[config.mk]
export PLATFORM = sky130hd
export DESIGN_NAME = ysyx_uopq
export DESIGN_NICKNAME = d
export VERILOG_FILES = /design/src/rtl/ysyx_pkg.sv /design/src/rtl/ysyx_uopq_lead_cnt.sv /design/src/rtl/ysyx_uopq.sv
export SDC_FILE = /design/constraint.sdc
export NUM_CORES = 1
export LEC_CHECK = 0
export ABC_AREA = 0
export CORE_AREA = 2 2 213 267
export DETAILED_ROUTE_END_ITERATION = 8
export DIE_AREA = 0 0 215 269
export GPL_TIMING_DRIVEN = 0
export PLACE_DENSITY = 0.85
export SLEW_MARGIN = 20
export SYNTH_ARGS = -nofsm -noshare
export SYNTH_HDL_FRONTEND = slang
export SYNTH_SLANG_ARGS = --single-unit
[constraint.sdc]
create_clock -name clock -period 5 [get_ports clock]
set_input_delay 1.25 -clock clock [delete_from_list [all_inputs] [get_ports clock]]
set_output_delay 1.25 -clock clock [all_outputs]
set_load 0.01 [all_outputs]
[src/rtl/ysyx_pkg.sv]
// Shared types and defaults for the rename/issue micro-op path.
package ysyx_pkg;

  localparam int unsigned XLEN   = 32;
  localparam int unsigned OP_W   = 8;
  localparam int unsigned PREG_W = 6;

  localparam int unsigned YSYX_UOPQ_DEPTH = 8;

  typedef struct packed {
    logic [XLEN-1:0] pc;
    logic [OP_W-1:0] op;
  } uop_t;

  typedef struct packed {
    logic [PREG_W-1:0] rd;
    logic [PREG_W-1:0] rs1;
    logic [PREG_W-1:0] rs2;
  } prd_t;

  typedef struct packed {
    uop_t uop;
    prd_t prd;
  } uopq_ent_t;

endpackage

[src/rtl/ysyx_uopq_lead_cnt.sv]
// Leading-ones counter: number of consecutive set bits starting at bit 0.
module ysyx_uopq_lead_cnt #(
  parameter int unsigned W = 2
) (
  input  logic [W-1:0]             bits,
  output logic [$clog2(W+1)-1:0]   cnt
);

  localparam int unsigned CW = $clog2(W + 1);

  logic run;

  // the run ends at the first zero; later ones are ignored
  always_comb begin
    run = 1'b1;
    cnt = '0;
    for (int unsigned i = 0; i < W; i++) begin
      run = run & bits[i];
      cnt = cnt + CW'(run);
    end
  end

endmodule

[src/rtl/ysyx_uopq.sv]
// In-order multi-lane micro-op queue between rename and issue.
module ysyx_uopq
  import ysyx_pkg::*;
#(
  parameter int unsigned DEPTH = YSYX_UOPQ_DEPTH,
  parameter int unsigned WIDTH = 2,
  parameter int unsigned CNTW  = $clog2(DEPTH + 1)
) (
  input  logic                clock,
  input  logic                reset,
  input  logic                flush_i,
  input  logic [WIDTH-1:0]    enq_valid_i,
  input  uop_t [WIDTH-1:0]    enq_uop_i,
  input  prd_t [WIDTH-1:0]    enq_prd_i,
  output logic                enq_ready_o,
  output logic [WIDTH-1:0]    deq_valid_o,
  output uop_t [WIDTH-1:0]    deq_uop_o,
  output prd_t [WIDTH-1:0]    deq_prd_o,
  input  logic [WIDTH-1:0]    deq_ready_i,
  output logic [CNTW-1:0]     count_o,
  output logic                full_o,
  output logic                empty_o
);

  localparam int unsigned PTRW = $clog2(DEPTH);
  localparam int unsigned LCW  = $clog2(WIDTH + 1);

  uopq_ent_t         mem [DEPTH];
  logic [PTRW-1:0]   head;
  logic [PTRW-1:0]   tail;
  logic [CNTW-1:0]   count;
  logic [LCW-1:0]    n_enq;
  logic [LCW-1:0]    n_deq;

  // credit comes from registered occupancy only; same-cycle dequeue does not help
  assign enq_ready_o = (count <= CNTW'(DEPTH - WIDTH));
  assign count_o     = count;
  assign full_o      = (count == CNTW'(DEPTH));
  assign empty_o     = (count == '0);

  // enqueue size: whole group or nothing
  always_comb begin
    n_enq = '0;
    if (enq_ready_o) begin
      for (int unsigned i = 0; i < WIDTH; i++) begin
        n_enq = n_enq + LCW'(enq_valid_i[i]);
      end
    end
  end

  // dequeue window read straight from the array at head
  always_comb begin
    deq_valid_o = '0;
    deq_uop_o   = '0;
    deq_prd_o   = '0;
    for (int unsigned i = 0; i < WIDTH; i++) begin
      deq_valid_o[i] = (count > CNTW'(i));
      deq_uop_o[i]   = mem[head + PTRW'(i)].uop;
      deq_prd_o[i]   = mem[head + PTRW'(i)].prd;
    end
  end

  ysyx_uopq_lead_cnt #(.W(WIDTH)) u_deq_cnt (
    .bits (deq_valid_o & deq_ready_i),
    .cnt  (n_deq)
  );

  // pointers and occupancy; reset beats flush beats handshakes
  always_ff @(posedge clock) begin
    if (!reset) begin
      head  <= '0;
      tail  <= '0;
      count <= '0;
    end else if (flush_i) begin
      head  <= '0;
      tail  <= '0;
      count <= '0;
    end else begin
      head  <= head + PTRW'(n_deq);
      tail  <= tail + PTRW'(n_enq);
      count <= count + CNTW'(n_enq) - CNTW'(n_deq);
    end
  end

  // entry storage; lanes land at tail+i and wrap naturally with the pointer width
  always_ff @(posedge clock) begin
    if (reset && !flush_i && enq_ready_o) begin
      for (int unsigned i = 0; i < WIDTH; i++) begin
        if (enq_valid_i[i]) begin
          mem[tail + PTRW'(i)] <= '{uop: enq_uop_i[i], prd: enq_prd_i[i]};
        end
      end
    end
  end

  // protocol and occupancy sanity checks
  always_ff @(posedge clock) begin
    if (reset) begin
      assert (((enq_valid_i >> 1) & ~enq_valid_i) == '0)
        else $error("uopq: enq_valid_i is not prefix-contiguous");
      assert (count <= CNTW'(DEPTH))
        else $error("uopq: occupancy above DEPTH");
      assert (CNTW'(n_deq) <= count)
        else $error("uopq: dequeue counted an invalid lane");
    end
  end

endmodule

==> results of run 1 <==
==> worst min-delay path by stage <==
stage,from,to,slack (ps),depth (start not counted)
floorplan,head[0],head[0],570,2
CTS,tail[2],tail[2],660,3
global placement,tail[2],tail[2],640,3
detailed placement,tail[2],tail[2],640,3
finish,tail[2],tail[2],660,3
global route,tail[2],tail[2],700,3
==> placed cells by master (no fill, tap or decap), types with 11 or more instances in the layout <==
cell type and count:
nor2_1 11, edfxtp_1 464, mux2_1 29, buf_2 54, buf_16 24, mux2_2 531, clkinv_1 13, clkbuf_1 32
ha_1 12, inv_1 13, buf_4 22, mux4_2 232, clkbuf_16 49, clkdlybuf4s50_1 247, mux2_4 20
==> kinds of logic after synthesis <==
| logic type | after synthesis |
|---|---|
| adder cells (fa/ha/maj) | 16 |
| AO/OA/AOI/OAI | 11 |
| multiplexers | 812 |
| XOR/XNOR | 7 |
| flip-flops | 474 |
| AND/OR/NAND/NOR | 59 |
| buffers and inverters | 134 |
==> power by group <==
part / internal [uW] / switching (uW)
logic: 1920 / 1610
clock network: 1910 / 1520
registers: 4490 / 60.5
==> routing by layer <==
metal	vias up	wire length, um	GRT usage	share of wire
met5	-	83	0	0.0010
met4	12	3566	0.1290	0.045
met3	226	6330	0.05087	0.079
met2	932	40790	0.4723	0.51
met1	8888	28880	0.3315	0.36
li1	6981	-	-	-
==> worst reg2reg max path, stage by stage (launching register included) <==
cell and delay [ps]:
dfxtp_1 380, inv_1 80, ha_1 200, nand3_1 110
nand3_1 170, buf_2 340, nor3b_4 500, buf_6 280
buf_6 230, mux2_1 340
==> cell type report <==
cell class,count,area (sq um)
inverters,13,48.80
fillers,4057,22400
repair buffers,277,3243
flip-flops and latches,474,14130
well taps,742,928.4
plain buffers,121,723.2
clock inverters,26,177.7
diodes,8,20.02
clock buffers,60,1277
multi-input cells,905,12640
==> flip-flops by register name, summed over array words and instances (netlist names) <==
name and cells:
count_o 4, head 3, mem 464, tail 3
==> what timing repair did <==
action                                  4_1_cts  5_1_grt
endpoints found under the setup margin       33       28
endpoints found under the hold margin         0        0
resized for setup                             9       10
==> stage by stage <==
stage	instance area (sq um)	cells	utilization	total power [uW]	setup slack (ps)
floorplan	27450	1513	-	6696	-154.3
global placement	30850	2502	0.5550	8044	-4155
detailed placement	31690	2532	0.5702	8146	320.2
CTS	33170	2618	0.5967	11540	1.842
global route	33190	2626	0.5971	11870	14.80
finish	33190	2626	0.5971	11500	75.67
==> results.toml, run 1 <==
[synth]
synthTopCellsByCount = "mux2_2, edfxtp_1, mux4_2"
async_reset_ff_frac = 0
synth-compound-area-share = 0.002507
yosys.area_share.adder = 0.008388
yosys.area_share.simple = 0.01285
yosys-top-cells-area = "edfxtp_1, mux2_2, mux4_2"
synth_area_leader_cell = "edfxtp_1"
netlist_area_sq_um = 27450
synthXorXnorAreaFrac = 0.002917
yosys_register_bits = 474
yosysWarningCount = 0
synth_top_family_by_area = "multiplexers"
ys_seq_area_frac = 0.5149
synth_nets = 1652
yosysTopAreaCellShare = 0.5076
synth_edf_count = 464
netlist_instances = 1513
muxShareOfSynthArea = 0.4311
syn_avg_cell_area_sq_um = 18.14
yosysMostFrequentCell = "mux2_2"
yosysUniqueCellTypes = 42
ys.flop_type = "edfxtp_1"

[worst_setup_path]
worst-setup-path-type = "reg2out"
crit_chain = "buf_2 -> buf_2 -> buf_2 -> clkbuf_2 -> mux4_2 -> mux2_2 -> clkdlybuf4s50_1"
crit_start = "head[0]"
critical_path.top_delay_family = "buffers and inverters"
rr_startpoint = "count_o[3]"
rr_worst_depth = 9
critPathBufInv = 5
cp.arrival_ps = 3670
cp.required_ps = 3750
critPathCapture = "deq_uop_o[77]"
regToRegSetupSlack_ps = 2110
cpMostUsedCell = "buf_2"
critPathMaxStageDelay_ps = 490
worst_r2r_endpoint = "mem[7][39]"
start_kind = "register"
worst_path_max_delay_cell = "clkdlybuf4s50_1"
crit_fanout = 10
crit_cells = 7
crit_path_end_kind = "primary output"

[clock_network]
cts_tree = "done"
ctsHoldBuffers = 0
clock_path_buffers = 3
ctsRootBufferMaster = "clkbuf_16"
cts_setup_buffers = 0
htree_levels = 2
worstSkewPairLatency_ps = 570
cts_made_buffers = 46
cts_sinks = 474
path_clk_slew_ps = 70

[placed_design]
hpwl_um = 53900
port_buffers = 247
place_congestion = 0.7867

[cells_and_area]
drive_above_1_share = 0.5256
syn_to_final_growth_pct = 20.92
final_nets = 1977

[grt]
grt_use_total = 0.2723
antenna_found_initial = 15
overflow = 0
grt_pass1_wl_um = 116300
grt_pass1_vias = 18330
grt_max_degree = 20

[sta]
max_slew_margin = 0.3614
setup_violations = 0
slew_viol_final = 0
timing.hold.ws_ps = 655.4
fin_skew_ps = 16.85
worst_pin_slew_ps = 957.9
period_minus_slack_ps = 4924
fin_setup_tns_ps = 0
fmax_ghz = 0.2031
rsz0062_at_grt = "no"
finalCritPeriodShare = 0.9849
hold_viol_final = 0

[route]
wl_per_cell_um = 30.33
wl_um = 79660
antenna_left = 0
first_pass_iters = 5
drc = 0
drt_iter0_markers = 1831
num_vias = 17040
via_per_inst = 6.489

[flow_run]
max_cap_violations = 0

[hold_path]
min_path_type = "reg2reg"

[die]
core_area_sq_um = 55590
die_x_um = 215
die_area_sq_um = 57840
io_pins = 248
initial_core_util = 0.4938
rows = 97
die_y_um = 269

[power_and_ir_drop]
ir_drop_mv = 0.2632
power_density_nw_per_um2 = 346.6
p_leak_uw = 0.01057

[run_status]
status = "complete, no violations"
(Power assumes the default switching activity.)
==> run 2: changes to the inputs <==
Settings changed: CTS_BUF_LIST set to sky130_fd_sc_hd__clkbuf_2 sky130_fd_sc_hd__clkbuf_4 sky130_fd_sc_hd__clkbuf_8.
==> results.toml, run 2 (synthesis results as in run 1) <==
[worst_setup_path]
cpMostUsedCell = "buf_2"
worst-setup-path-type = "reg2out"
crit_path_end_kind = "primary output"
start_kind = "register"
cp.arrival_ps = 3700
worst_path_max_delay_cell = "clkbuf_1"
critPathMaxStageDelay_ps = 720
critPathBufInv = 4
crit_fanout = 10
critical_path.top_delay_family = "buffers and inverters"
cp.required_ps = 3750
crit_chain = "buf_2 -> buf_2 -> clkbuf_1 -> mux4_2 -> mux2_2 -> clkdlybuf4s50_1"

[die]
die_y_um = 269
die_area_sq_um = 57840
core_area_sq_um = 55590
die_x_um = 215
io_pins = 248
rows = 97
initial_core_util = 0.4938

[placed_design]
hpwl_um = 53900
place_congestion = 0.7867
port_buffers = 247
placed_cells = 2532
placed_area_sq_um = 31690

[flow_run]
max_cap_violations = 0

[power_and_ir_drop]
p_leak_uw = 0.01060
power_uw = 11380
ir_drop_mv = 0.2816
power_density_nw_per_um2 = 343.0

[sta]
fmax_ghz = 0.2019
rsz0062_at_grt = "no"
hold_viol_final = 0
max_slew_margin = 0.3667
setup_violations = 0
period_minus_slack_ps = 4953
slew_viol_final = 0
fin_skew_ps = 18.63
timing.hold.ws_ps = 656.3
worst_pin_slew_ps = 950.0
finalCritPeriodShare = 0.9907

[clock_network]
cts_tree = "done"
post_cts_resized = 16
htree_levels = 3
clock_path_buffers = 3
cts_made_buffers = 73
worstSkewPairLatency_ps = 630
ctsRootBufferMaster = "clkbuf_8"
path_clk_slew_ps = 60
cts_setup_buffers = 0
ctsHoldBuffers = 0
cts_sinks = 474

[route]
wl_um = 79750
wl_per_cell_um = 29.89
first_pass_iters = 5
via_per_inst = 6.437
num_vias = 17170
drt_iter0_markers = 1818
drc = 0
antenna_left = 0

[hold_path]
min_path_type = "reg2reg"

[cells_and_area]
final_cell_mix = "mux2_2, edfxtp_1, clkdlybuf4s50_1"
syn_to_final_growth_pct = 20.93
final_nets = 2004
drive_above_1_share = 0.5412
final_common_cell = "mux2_2"
largest_register_ffs = 464
largest_register = "mem"
fin_cells = 2668
final_area_sq_um = 33190

[run_status]
status = "complete, no violations"

[grt]
grt_pass1_vias = 18380
overflow = 0
grt_use_total = 0.2726
grt_max_degree = 20
antenna_found_initial = 16
grt_pass1_wl_um = 116100
run 2: worst paths after layout:
kind	cells past startpoint	slack, ps	start	to
min	3	660	tail[2]	tail[2]
min reg2reg	3	660	tail[2]	tail[2]
max	6	50	head[1]	deq_uop_o[26]
max reg2reg	9	2110	count_o[3]	mem[7][48]
run 2: stage by stage:
stage / TNS (ps) / worst slack [ps] / util
6_report: 0 / 46.63 / 0.5972
5_1_grt: 0 / 0.8589 / 0.5972
4_1_cts: 0 / 9.629 / 0.5965
3_5_place_dp: 0 / 320.2 / 0.5702
3_3_place_gp: -1684130 / -4155 / 0.5550
2_1_floorplan: -35790 / -154.3 / -
run 2: power breakdown:
part | leakage [uW] | switching (uW) | internal [uW] | total [uW]
sequential | 0.00427 | 59.4 | 4500 | 4560
combinational | 0.00559 | 1610 | 1920 | 3530
clock | 0.000742 | 1560 | 1750 | 3300
total | 0.0106 | 3220 | 8160 | 11400
run 2: per-layer routing:
| metal | share of wire | track usage | up-vias |
|---|---|---|---|
| met1 | 0.36 | 0.3298 | 8897 |
| li1 | - | - | 7046 |
| met5 | 0.0010 | 0 | - |
| met3 | 0.087 | 0.05178 | 200 |
| met4 | 0.037 | 0.1254 | 12 |
| met2 | 0.52 | 0.4764 | 1019 |
run 2: worst min-delay path, delay by kind of cell (launching register included):
family / cells / cell delay (ps)
xor+xnor: 1 / 80
simple gates: 1 / 70
flops: 1 / 320
buf+inv: 1 / 150
run 2: cell type report:
class | instances | area, sq um
fill | 4086 | 22390
sequential | 474 | 14130
multi-input combinational | 905 | 12640
timing repair buffer | 277 | 3243
clock buffer | 95 | 1176
tap | 742 | 928.4
buffer | 121 | 744.5
clock inverter | 31 | 255.2
inverter | 13 | 48.80
antenna | 10 | 25.02
==> run 3: changes to the inputs <==
--- a/constraint.sdc
+++ b/constraint.sdc
@@ -3,2 +3,2 @@
 set_output_delay 1.25 -clock clock [all_outputs]
-set_load 0.01 [all_outputs]
+set_load 0.005 [all_outputs]
==> results.toml, run 3 (synthesis results as in run 1) <==
[run_status]
status = "complete, no violations"

[flow_run]
max_cap_violations = 0

[grt]
antenna_found_initial = 16
grt_max_degree = 20
grt_pass1_vias = 18380
overflow = 0
grt_pass1_wl_um = 116100
grt_use_total = 0.2726

[clock_network]
htree_levels = 3
cts_made_buffers = 73
worstSkewPairLatency_ps = 630
clock_path_buffers = 3
path_clk_slew_ps = 60
cts_tree = "done"
cts_sinks = 474
ctsRootBufferMaster = "clkbuf_8"

[die]
die_x_um = 215
die_y_um = 269
core_area_sq_um = 55590
initial_core_util = 0.4938
die_area_sq_um = 57840
rows = 97
io_pins = 248

[worst_setup_path]
rr_startpoint = "count_o[3]"
regToRegSetupSlack_ps = 2120
rr_worst_depth = 9
cp.arrival_ps = 3670
crit_path_end_kind = "primary output"
critPathCapture = "deq_uop_o[76]"
start_kind = "register"
worst-setup-path-type = "reg2out"
crit_fanout = 10
crit_start = "head[0]"
worst_path_max_delay_cell = "clkdlybuf4s50_1"
worst_r2r_endpoint = "mem[7][46]"
critPathMaxStageDelay_ps = 480
crit_chain = "buf_2 -> buf_2 -> buf_2 -> buf_2 -> mux4_2 -> mux2_2 -> clkdlybuf4s50_1"
cp.required_ps = 3750
cpMostUsedCell = "buf_2"

[route]
wl_per_cell_um = 29.91
via_per_inst = 6.419
drc = 0
num_vias = 17130
first_pass_iters = 5
antenna_left = 0
drt_iter0_markers = 1806
wl_um = 79800

[placed_design]
place_congestion = 0.7867
dp_slack_ps = 350.2
hpwl_um = 53900
port_buffers = 247
placed_area_sq_um = 31690
placed_cells = 2532

[sta]
finalCritPeriodShare = 0.9839
fmax_ghz = 0.2033
postLayoutSetupSlackWorst_ps = 80.36
rsz0062_at_grt = "no"
period_minus_slack_ps = 4920
max_slew_margin = 0.3553
fin_skew_ps = 21.46
worst_pin_slew_ps = 967.1
slew_viol_final = 0
setup_violations = 0
timing.hold.ws_ps = 655.4
hold_viol_final = 0

[cells_and_area]
final-seq-area_sq_um = 14130
final_cell_mix = "mux2_2, edfxtp_1, clkdlybuf4s50_1"
syn_to_final_growth_pct = 20.90
largest_register = "mem"
multi_input_area_sq_um = 12640
final_common_cell = "mux2_2"
largest_register_ffs = 464
fin_cells = 2668
drive_above_1_share = 0.5407
final_nets = 2004
final_area_sq_um = 33180
fill_cells = 4089

[hold_path]
min_path_type = "reg2reg"

[power_and_ir_drop]
switchingPower_uw = 3100
swShare = 0.2754
p_clk_frac = 0.293
power_density_nw_per_um2 = 339.2
p_leak_uw = 0.01060
ir_drop_mv = 0.2667
comb_power_share = 0.302
seqPwrFrac = 0.405
intPower_uw = 8156
[run 3: cell types whose count changed in the layout (fill, tap and decap cells not counted)]
cell,change
clkbuf_2,-1
clkbuf_4,-2
buf_2,+3
buf_1,+1
buf_4,-1
[run 3: per-stage QoR]
step           power, uW  setup TNS [ps]    util
2_1_floorplan       6572          -35780       -
3_3_place_gp        7924        -1684130  0.5550
3_5_place_dp        8026               0  0.5702
4_1_cts            11290               0  0.5965
5_1_grt            11640               0  0.5970
6_report           11260               0  0.5970
[run 3: how the worst min path moves through the flow]
| stage | slack [ps] | end | startpoint | depth (start not counted) |
|---|---|---|---|---|
| after floorplan | 570 | head[0] | head[0] | 2 |
| after global placement | 640 | tail[2] | tail[2] | 3 |
| after detailed placement | 640 | tail[2] | tail[2] | 3 |
| after CTS | 660 | tail[2] | tail[2] | 3 |
| after global routing | 700 | tail[2] | tail[2] | 3 |
| final | 660 | tail[2] | tail[2] | 3 |
[run 3: layout make-up]
type / instances / area share
Antenna cell: 10 / 0.0007541
Clock buffer: 95 / 0.03544
Inverter: 13 / 0.001470
Multi-Input combinational cell: 905 / 0.3809
Tap cell: 742 / 0.02798
Buffer: 121 / 0.02217
Clock inverter: 31 / 0.007692
Timing Repair Buffer: 277 / 0.09773
Sequential cell: 474 / 0.4259
[run 3: per-layer routing]
layer  part of all wire  GRT usage  vias to the layer above
met4              0.038     0.1254                       12
met1               0.36     0.3298                     8899
met5             0.0010          0                        -
li1                   -          -                     7043
met3              0.084    0.05178                      212
met2               0.52     0.4764                      960
[run 3: timing repair]
item / CTS / global route
hold buffers: 0 / 0
setup endpoints to repair: 38 / 28
buffers inserted: 0 / 0
resized for setup: 14 / 6
[run 3: power groups by stage]
stage | Sequential (uW) | Combinational, uW | Clock [uW]
5_1_grt | 4570 | 3590 | 3480
3_3_place_gp | 4650 | 3270 | 0
6_report | 4560 | 3400 | 3300
4_1_cts | 4550 | 3420 | 3310
3_5_place_dp | 4640 | 3390 | 0
2_1_floorplan | 4630 | 1950 | 0
[run 3: worst max-delay path: cells and delay by family (launching register included)]
kind	cells	cell delay, ps
mux	2	680
buf+inv	5	1940
flops	1	420
